==> src/rtl/ds_linefill_rx_pkg.sv <==
// ---------------------------------------------------------------------------
// ds_linefill_rx_pkg
// Shared constants and types for the downstream linefill receive path.
//   - Bus/segment/line geometry (beats per segment, beats per line).
//   - LFDB / MSHR index widths reused for entry ids.
//   - Segment buffer state encoding and the segment payload record, which is
//     also the LFDB write payload.
// ---------------------------------------------------------------------------
package ds_linefill_rx_pkg;

   localparam int BUS_WIDTH            = 128;
   localparam int DATA_WIDTH           = 1024;
   localparam int DS_N                 = 4;
   localparam int DB_ENTRY_IDX_WIDTH   = 5;
   localparam int MSHR_ENTRY_IDX_WIDTH = 6;

   localparam int DB_IDX_W  = DB_ENTRY_IDX_WIDTH;
   localparam int ROB_IDX_W = MSHR_ENTRY_IDX_WIDTH;
   localparam int REQ_NUM_W = $clog2(DS_N);

   localparam int LFRX_SEG_BEATS  = DATA_WIDTH / BUS_WIDTH;
   localparam int LFRX_LINE_BEATS = LFRX_SEG_BEATS * DS_N;
   localparam int BEAT_IDX_W      = $clog2(LFRX_SEG_BEATS);

   typedef enum logic [1:0] {
      SEG_EMPTY   = 2'd0,
      SEG_FILLING = 2'd1,
      SEG_FULL    = 2'd2
   } lfrx_seg_state_e;

   typedef struct packed {
      logic [DATA_WIDTH-1:0] data;
      logic [DB_IDX_W-1:0]   db_entry_id;
      logic [ROB_IDX_W-1:0]  rob_entry_id;
      logic [REQ_NUM_W-1:0]  req_num;
      logic                  last;
   } lfrx_seg_t;

endpackage

==> src/rtl/ds_linefill_rx_seg_buf.sv <==
// ---------------------------------------------------------------------------
// lfrx_seg_buf
// One segment buffer of the ping-pong pair: EMPTY -> FILLING -> FULL -> EMPTY.
// Ports:
//   clk, rst_n        clock, async active-low reset
//   beat_en           insert beat_data at beat slot beat_idx
//   close             this beat completes the segment; latch the tag fields
//   tag_*             db/rob ids, req_num and last flag for the closed segment
//   drain_ack         LFDB accepted the segment; buffer returns to EMPTY
//   full              buffer holds a complete segment
//   seg               buffered segment (data + tag)
// ---------------------------------------------------------------------------
module lfrx_seg_buf
   import ds_linefill_rx_pkg::*;
(
   input  logic                  clk,
   input  logic                  rst_n,
   input  logic                  beat_en,
   input  logic [BEAT_IDX_W-1:0] beat_idx,
   input  logic [BUS_WIDTH-1:0]  beat_data,
   input  logic                  close,
   input  logic [DB_IDX_W-1:0]   tag_db_entry_id,
   input  logic [ROB_IDX_W-1:0]  tag_rob_entry_id,
   input  logic [REQ_NUM_W-1:0]  tag_req_num,
   input  logic                  tag_last,
   input  logic                  drain_ack,
   output logic                  full,
   output lfrx_seg_t             seg
);

   lfrx_seg_state_e state_q, state_d;
   lfrx_seg_t       seg_q, seg_d;

   always_comb begin
      // NOTE: defaults first so every path assigns every bit and no latch is inferred.
      state_d = state_q;
      seg_d   = seg_q;
      if (drain_ack && state_q == SEG_FULL) begin
         state_d = SEG_EMPTY;
      end
      if (beat_en && state_q != SEG_FULL) begin
         // A fresh segment starts zeroed so slots never written (early close) read as zero.
         if (state_q == SEG_EMPTY) begin
            seg_d.data = '0;
         end
         seg_d.data[int'(beat_idx)*BUS_WIDTH +: BUS_WIDTH] = beat_data;
         if (close) begin
            state_d            = SEG_FULL;
            seg_d.db_entry_id  = tag_db_entry_id;
            seg_d.rob_entry_id = tag_rob_entry_id;
            seg_d.req_num      = tag_req_num;
            seg_d.last         = tag_last;
         end else begin
            state_d = SEG_FILLING;
         end
      end
   end

   // NOTE: the wide data register is reset as well, because lfdb_wr_data must read zero out of reset.
   always_ff @(posedge clk or negedge rst_n) begin
      if (!rst_n) begin
         state_q <= SEG_EMPTY;
         seg_q   <= '0;
      end else begin
         // NOTE: sequential state uses non-blocking assignments only; next-state math stays in always_comb.
         state_q <= state_d;
         seg_q   <= seg_d;
      end
   end

   assign full = (state_q == SEG_FULL);
   assign seg  = seg_q;

endmodule

==> src/rtl/ds_linefill_rx.sv <==
// ---------------------------------------------------------------------------
// ds_linefill_rx
// Downstream linefill receiver: packs BUS_WIDTH beats into DATA_WIDTH segments
// through a ping-pong pair of segment buffers, writes them to the LFDB in
// req_num order and pulses lf_done when the last segment of a line is written.
// Ports:
//   ds_rxdat_*    beat input (valid/ready), data, last flag, LFDB/ROB ids
//   lfdb_wr_*     segment write output (valid/ready), data, id, req_num, last
//   lf_done_*     one-cycle line-complete pulse with the line's ROB id
//   err_early_last  (only with LFRX_ERR_CHK_EN) sticky last-flag protocol error
// Build option: define LFRX_ERR_CHK_EN to make ds_rxdat_last delimit lines
// and flag misplaced last flags; otherwise the counters alone delimit lines.
// ---------------------------------------------------------------------------
module ds_linefill_rx
   import ds_linefill_rx_pkg::*;
(
   input  logic                  clk,
   input  logic                  rst_n,
   input  logic                  ds_rxdat_vld,
   output logic                  ds_rxdat_rdy,
   input  logic [BUS_WIDTH-1:0]  ds_rxdat_data,
   input  logic                  ds_rxdat_last,
   input  logic [DB_IDX_W-1:0]   ds_rxdat_db_entry_id,
   input  logic [ROB_IDX_W-1:0]  ds_rxdat_rob_entry_id,
   output logic                  lfdb_wr_vld,
   input  logic                  lfdb_wr_rdy,
   output logic [DATA_WIDTH-1:0] lfdb_wr_data,
   output logic [DB_IDX_W-1:0]   lfdb_wr_db_entry_id,
   output logic [REQ_NUM_W-1:0]  lfdb_wr_req_num,
   output logic                  lfdb_wr_last,
`ifdef LFRX_ERR_CHK_EN
   output logic                  err_early_last,
`endif
   output logic                  lf_done_vld,
   output logic [ROB_IDX_W-1:0]  lf_done_rob_entry_id
);

   logic                  fill_ptr_q, fill_ptr_d;
   logic                  drain_ptr_q, drain_ptr_d;
   logic [BEAT_IDX_W-1:0] beat_cnt_q, beat_cnt_d;
   logic [REQ_NUM_W-1:0]  seg_cnt_q, seg_cnt_d;
   logic [DB_IDX_W-1:0]   line_db_q, line_db_d;
   logic [ROB_IDX_W-1:0]  line_rob_q, line_rob_d;
   logic                  lf_done_vld_q, lf_done_vld_d;
   logic [ROB_IDX_W-1:0]  lf_done_rob_q, lf_done_rob_d;

   logic [1:0]            buf_full;
   lfrx_seg_t             buf_seg [2];
   lfrx_seg_t             drain_seg;

   logic                  first_beat, seg_end, line_end, early_last;
   logic                  seg_close, seg_last, beat_acc, wr_hs;
   logic [DB_IDX_W-1:0]   cur_db;
   logic [ROB_IDX_W-1:0]  cur_rob;

   always_comb begin
      first_beat = (beat_cnt_q == '0) && (seg_cnt_q == '0);
      seg_end    = (beat_cnt_q == BEAT_IDX_W'(LFRX_SEG_BEATS - 1));
      line_end   = seg_end && (seg_cnt_q == REQ_NUM_W'(DS_N - 1));
`ifdef LFRX_ERR_CHK_EN
      early_last = ds_rxdat_last && !line_end;
`else
      early_last = 1'b0;
`endif
      seg_close  = seg_end || early_last;
      seg_last   = line_end || early_last;

      // Ready depends only on buffer state, never on lfdb_wr_rdy.
      ds_rxdat_rdy = !buf_full[fill_ptr_q];
      beat_acc     = ds_rxdat_vld && ds_rxdat_rdy;
      drain_seg    = buf_seg[drain_ptr_q];
      lfdb_wr_vld  = buf_full[drain_ptr_q];
      wr_hs        = lfdb_wr_vld && lfdb_wr_rdy;

      // The first beat's ids must tag the segment even if that beat closes it.
      cur_db  = first_beat ? ds_rxdat_db_entry_id  : line_db_q;
      cur_rob = first_beat ? ds_rxdat_rob_entry_id : line_rob_q;

      fill_ptr_d  = fill_ptr_q;
      drain_ptr_d = drain_ptr_q;
      beat_cnt_d  = beat_cnt_q;
      seg_cnt_d   = seg_cnt_q;
      line_db_d   = line_db_q;
      line_rob_d  = line_rob_q;

      if (beat_acc) begin
         line_db_d  = cur_db;
         line_rob_d = cur_rob;
         if (seg_close) begin
            fill_ptr_d = !fill_ptr_q;
         end
         if (early_last) begin
            beat_cnt_d = '0;
            seg_cnt_d  = '0;
         end else begin
            beat_cnt_d = seg_end ? '0 : beat_cnt_q + 1'b1;
            if (seg_end) begin
               seg_cnt_d = line_end ? '0 : seg_cnt_q + 1'b1;
            end
         end
      end
      if (wr_hs) begin
         drain_ptr_d = !drain_ptr_q;
      end

      lf_done_vld_d = wr_hs && drain_seg.last;
      lf_done_rob_d = lf_done_vld_d ? drain_seg.rob_entry_id : lf_done_rob_q;
   end

   always_ff @(posedge clk or negedge rst_n) begin
      if (!rst_n) begin
         fill_ptr_q    <= 1'b0;
         drain_ptr_q   <= 1'b0;
         beat_cnt_q    <= '0;
         seg_cnt_q     <= '0;
         line_db_q     <= '0;
         line_rob_q    <= '0;
         lf_done_vld_q <= 1'b0;
         lf_done_rob_q <= '0;
      end else begin
         fill_ptr_q    <= fill_ptr_d;
         drain_ptr_q   <= drain_ptr_d;
         beat_cnt_q    <= beat_cnt_d;
         seg_cnt_q     <= seg_cnt_d;
         line_db_q     <= line_db_d;
         line_rob_q    <= line_rob_d;
         lf_done_vld_q <= lf_done_vld_d;
         lf_done_rob_q <= lf_done_rob_d;
      end
   end

   for (genvar b = 0; b < 2; b++) begin : g_buf
      lfrx_seg_buf u_seg_buf (
         .clk              (clk),
         .rst_n            (rst_n),
         .beat_en          (beat_acc && (fill_ptr_q == 1'(b))),
         .beat_idx         (beat_cnt_q),
         .beat_data        (ds_rxdat_data),
         .close            (seg_close),
         .tag_db_entry_id  (cur_db),
         .tag_rob_entry_id (cur_rob),
         .tag_req_num      (seg_cnt_q),
         .tag_last         (seg_last),
         .drain_ack        (wr_hs && (drain_ptr_q == 1'(b))),
         .full             (buf_full[b]),
         .seg              (buf_seg[b])
      );
   end

`ifdef LFRX_ERR_CHK_EN
   logic err_q, err_d;

   always_comb begin
      err_d = err_q;
      if (beat_acc && (early_last || (line_end && !ds_rxdat_last))) begin
         err_d = 1'b1;
      end
   end

   always_ff @(posedge clk or negedge rst_n) begin
      if (!rst_n) begin
         err_q <= 1'b0;
      end else begin
         err_q <= err_d;
      end
   end

   assign err_early_last = err_q;
`else
   // Without the checker the last flag carries no meaning.
   logic unused_last;
   assign unused_last = ds_rxdat_last;
`endif

   assign lfdb_wr_data         = drain_seg.data;
   assign lfdb_wr_db_entry_id  = drain_seg.db_entry_id;
   assign lfdb_wr_req_num      = drain_seg.req_num;
   assign lfdb_wr_last         = drain_seg.last;
   assign lf_done_vld          = lf_done_vld_q;
   assign lf_done_rob_entry_id = lf_done_rob_q;

endmodule

==> config.mk <==
export PLATFORM = sky130hd
export DESIGN_NAME = ds_linefill_rx
export DESIGN_NICKNAME = d
export VERILOG_FILES = /design/src/rtl/ds_linefill_rx_pkg.sv /design/src/rtl/ds_linefill_rx_seg_buf.sv /design/src/rtl/ds_linefill_rx.sv
export SDC_FILE = /design/constraint.sdc
export NUM_CORES = 2
export LEC_CHECK = 0
export CORE_MARGIN = 1.5
export CORE_UTILIZATION = 25
export DETAILED_ROUTE_END_ITERATION = 6
export SLEW_MARGIN = 20
export SYNTH_ARGS = -nofsm -noshare
export SYNTH_HDL_FRONTEND = slang
export SYNTH_SLANG_ARGS = --single-unit
==> constraint.sdc <==
create_clock -name clk -period 5.7 [get_ports clk]
set_input_delay 1.14 -clock clk [delete_from_list [all_inputs] [get_ports clk]]
set_output_delay 1.14 -clock clk [all_outputs]
set_load 0.01 [all_outputs]
Yosys cells after proc, flatten, opt, wreduce, memory -nomap -nowiden:

Index checks and enable logic that the tools add are counted.

* bits of input ports: 144
* output and inout bits: 1041
* register bits after elaboration: 2105

* magnitude comparators: 3
* reductions and logical operators: 25
* bitwise logic cells: 3
* add/subtract/negate cells: 3
* mux-type cells: 22
* shift operators: 2
* eq/ne operators: 6

Operator list (number)
* $mux W1024: 4
* $mux W1038: 3
* $bwmux W1024: 2
* $shift A128 B33 Y1024 const A: 1
* $shiftx A128 B33 Y1024: 1
* $neg A10 Y33: 1
* $logic_and A1 B1 Y1: 13
* $mux W2: 6
* $eq A2 B2 Y1 const B: 3
* $logic_not A2 Y1: 3
* $mux W6: 1
* $reduce_and A2 Y1: 3
* $mux W5: 1
* $lt A1 B2 Y1 const B: 2
* $mux W1: 4
* $ne A2 B2 Y1 const B: 2
* $reduce_bool A2 Y1: 2
* $add A3 B1 Y3 const B: 1
* $eq A3 B3 Y1 const B: 1
* $logic_not A1 Y1: 3
* $logic_not A3 Y1: 1
* $mux W3: 1
* $add A2 B1 Y2 const B: 1
* $ge A2 B2 Y1 const B: 1
* 2 further kinds: 3

Depth between registers and ports, before layout:

* depth after elaboration: 9
* gate-level depth with buffers: 10
* gate-level depth less buffers: 7

By module:

From an unflattened synthesis, not the netlist that was laid out.

* cell total of the unflattened synthesis: 7845
* area, all modules: 98181.7 um2

Modules (own cells, without submodules)
* lfrx_seg_buf at g_buf[1].u_seg_buf: seq. area each 26025.0 um2, times used 1, area each 38580.8 um2, cells each 2822
* lfrx_seg_buf at g_buf[0].u_seg_buf: seq. area each 26025.0 um2, times used 1, area each 38340.5 um2, cells each 2747
* ds_linefill_rx: seq. area each 625.6 um2, times used 1, area each 21260.4 um2, cells each 2276

Worst setup path before layout:

OpenSTA, ideal clock, no wires.

* path kind: register -> output
* start point: register drain_ptr_q
* end point: output port lfdb_wr_data[431]
* cell stages (with the launch flop): 7
* path slack: 2880 ps
* arrival time: 1680 ps
* path buffers: 5
* cells stage by stage: dfrtp_1 clkbuf_1 buf_2 clkbuf_1 buf_2 mux2_2 buf_4

RTL lines
* start: declaration: RTL line ds_linefill_rx.sv:39 `logic drain_ptr_q, drain_ptr_d;`
* start signal: assignment: RTL line ds_linefill_rx.sv:122 `drain_ptr_q <= drain_ptr_d;`
* end: declaration: RTL line ds_linefill_rx.sv:27 `output logic [DATA_WIDTH-1:0] lfdb_wr_data,`

Worst setup path in the final report:

* start point: register drain_ptr_q
* end point: output port lfdb_wr_data[774]

* cells in the longest elaborated chain, start to end: 4

RTL lines
* $not A1 Y2 (not written as such): RTL line ds_linefill_rx.sv:71 `drain_seg = buf_seg[drain_ptr_q];`
* $mux W1038 (not written as such) (3 in series): RTL line ds_linefill_rx.sv:71

No other way between the ends. The select of a mux whose other input is x is not followed.

==> results by group <==
STA
  – Final period utilization: between 80% and 90%
  – # setup viols final: 0
  – Fmax: a little over 200 MHz
  – Final Hold Fails: 0
  – Rel. slew slack: between 15 and 20%
  – Slew @ Worst Pin: about 1200 ps
  – Pins Over Slew Limit: 0
  – RSZ-0062 raised after global routing: false
  – Final worst path period need: ~4900 ps
  – Clock skew: between 50 and 60 ps
  – Setup TNS Final: 0 ps

Power
  – Cell Pwr Density: 636 nW/um2
  – Maximum VDD drop: about 0.00042 V
  – Power share of the combinational group: between 40% and 50%
  – Net Switching: ~0.025 W
  – Internal power: approximately 0.047 W
  – Pleak: between 50 and 60 nW
  – Sw frac: 34.8%
  – Share of total power in the clock network: between 20% and 30%
  – Reg power frac: approximately a third

Logic synthesis
  – Synth top area cells: dfrtp_1, a22o_1, mux2_2, buf_4, buf_2
  – Post-synthesis sequential area ratio: ~55%
  – Warnings from Yosys: 0
  – Syn Nets: around 7400
  – Register bit total from synthesis: ~2100
  – Async S/R FF share, synth: 100%
  – EDFF count, synth: 0
  – Yosys top cell by area: dfrtp_1
  – Netlist Area Pre-Place: between 90000 and 100000 um2
  – Top cell type's share of synthesized area: 55.4%
  – Yosys cell types: 38
  – Gate Count Post-Synth: between 7000 and 8000
  – Mean post-synth cell area: around 13 um2
  – Commonest register cell after synthesis: dfrtp_1

Routing
  – Initial DRC count: 6230
  – Via density: about 5.2
  – Routed length per instance: 30.4 um
  – DR pass1 iterations: 5
  – Residual DRC: 0
  – Routed WL: 372000 um
  – Final antenna-violating net count: 0
  – Via count: around 63000

Placed design
  – Detailed-placement wirelength estimate: ~240000 um
  – Port bufs: between 1000 and 1500
  – RePlAce Congestion: approximately 0.84

Global routing
  – Total gr overflow: 0
  – First-pass GRT wire length: slightly above 500000 um
  – Initial antenna violation count: 29
  – Vias in the first global route: 64400
  – Global Route Usage Sum: a little under a fifth
  – Largest net degree at the start of global routing: between 150 and 200

CTS
  – Sink Count: between 2000 and 2500
  – PostCTS Resize Cnt: 0
  – Post-CTS Setup Bufs: 0
  – CTS tree: yes
  – TritonCTS Buffers: 232
  – Cts hold-fix bufs: 0
  – Worst-path clk slew: 60 ps
  – Clk buf depth: 4
  – H-tree levels: 4
  – Clk Latency, worst-skew pair: 930 ps
  – Clk root buf: clkbuf_16

Floorplan
  – Initial core utilization: 25.1%
  – Ports: 1185
  – Core area: between 300000 and 400000 um2
  – Die width: between 600 and 700 um
  – Die height: between 600 and 700 um
  – Row Count: between 200 and 250
  – Die area: roughly 380000 um2

Worst setup path
  – Worst Path Buf+Inv: 2
  – Slowest-stage cell, CP: dfrtp_4
  – Delay of the slowest critical-path stage: between 900 and 1000 ps
  – Cells along the critical path: buf_4 > mux2_2 > clkdlybuf4s50_1
  – Critical path data arrival time: about 3700 ps
  – Cell family with most CP delay: buffers and inverters
  – CP endpoint kind: output pin
  – Worst Path Max Fanout: 60
  – Crit start category: flop
  – WP data required: between 4000 and 5000 ps
  – Worst Path Class, Setup: reg -> out

Final layout
  – Fin nets: slightly above 7000
  – Layout cells sized above 1: roughly a quarter
  – Final Core Density: ~30%
  – FILL cells: about 37000
  – Layout area overhead: 18.3%

Run status
  – Status: completed

Hold path
  – Hold/Removal Path Class: in -> async

Run
  – Max-cap check violation count: 0
-- layout make-up --
class                           instances  area [um2]  area share (%)
Sequential cell                      2105       52700            46.9
Multi-Input combinational cell       3282       31100            27.7
Timing Repair Buffer                 1372       14100            12.5
Clock buffer                          331        6710            5.97
Tap cell                             5016        6280            5.58
Clock inverter                         96        1420            1.26
Antenna cell                           22        55.1          0.0490
Inverter                                6        22.5          0.0200
-- flip-flops by register name (all words and copies together), names as in the netlist --
register / flops
beat_cnt_q: 3
drain_ptr_q: 1
fill_ptr_q: 1
g_buf.u_seg_buf.seg: 2076
g_buf.u_seg_buf.state_q: 4
lf_done_rob_entry_id: 6
lf_done_vld: 1
line_db_q: 5
line_rob_q: 6
seg_cnt_q: 2
-- cells by family (layout without fill, tap and decap cells) --
logic type,Yosys count,after routing,share of synthesized area (%)
compound gates,2113,2113,19.2
fa+ha+maj,7,7,0.0922
buf+inv,1872,1805,12.1
flops,2105,2105,55.4
mux,1066,1066,12.6
other cells,0,22,0
simple gates,96,96,0.482
-- worst register-to-register path, cell delays in order, from the launching register on --
cell and delay (ps):
dfrtp_1 550, inv_1 120, ha_1 250, ha_1 390, nor4b_2 80, and2_1 240, o21ai_4 790, buf_4 810
a22o_1 530
-- layout by cell type, fill, tap and decap left out, drive strengths merged, types with 4 or more instances in the layout --
master / n
a21oi: 13
a22o: 2048
buf: 208
bufinv: 28
clkbuf: 331
clkdlybuf4s50: 1164
clkinv: 54
clkinvlp: 4
dfrtp: 2105
diode: 22
ha: 7
inv: 16
mux2: 1049
mux2i: 17
nand2: 26
nand2b: 4
nand3: 6
nor2: 38
nor2b: 5
o21ai: 44
-- cells in the mapped netlist (2+ instances only) --
library cell     n
a21oi_1         13
a22o_1        2048
and2_1           2
and3_1           3
buf_1          164
buf_2          424
buf_4         1055
clkbuf_1       221
clkbuf_2         2
dfrtp_1       2105
ha_1             7
inv_1            6
mux2_2        1049
mux2i_1         17
nand2_1         26
nand2b_1         4
nand3_1          5
nor2_1          38
nor2b_1          5
nor3_1           3
nor3b_1          2
o21a_1           2
o21ai_0         42
o21ai_1          2
-- per-layer routing --
layer,global-route usage (%),up-vias,wire (um)
met2,28.4,3250,166000
li1,-,25200,-
met1,23.9,34000,150000
met4,12.2,8,28400
met3,3.68,807,27500
met5,0,-,57
-- power groups by stage --
stage	combinational [W]	clock [W]	sequential, W
2_1_floorplan	0.0213	0	0.0235
3_3_place_gp	0.0304	0	0.0243
3_5_place_dp	0.0307	0	0.0246
4_1_cts	0.0309	0.0163	0.0245
5_1_grt	0.0321	0.0170	0.0253
6_report	0.0309	0.0161	0.0246
-- final timing paths --
kind,slack (ps),start,to,depth (start not counted)
max,850,drain_ptr_q,lfdb_wr_data[774],3
min,160,rst_n,g_buf[1].u_seg_buf.seg[113],1
max reg2reg,1850,beat_cnt_q[0],g_buf[0].u_seg_buf.seg[83],8
min reg2reg,480,g_buf[1].u_seg_buf.seg[1],g_buf[1].u_seg_buf.seg[1],2
max in group asynchronous,3790,rst_n,g_buf[1].u_seg_buf.seg[28],3
min in group clk,480,g_buf[1].u_seg_buf.seg[1],g_buf[1].u_seg_buf.seg[1],2
-- metrics by stage --
| step | hold slack [ps] | cells | power (W) | worst slack, ps | cell area, um2 |
|---|---|---|---|---|---|
| after floorplan | 444 | 7259 | 0.0447 | 2880 | 95000 |
| after global placement | 466 | 11800 | 0.0547 | 1490 | 104000 |
| after global routing | 149 | 12200 | 0.0744 | 704 | 112000 |
| after detailed placement | 472 | 11800 | 0.0553 | 1500 | 104000 |
| final | 158 | 12200 | 0.0715 | 848 | 112000 |
| after CTS | 138 | 12200 | 0.0718 | 743 | 112000 |
(Power assumes the default switching activity.)
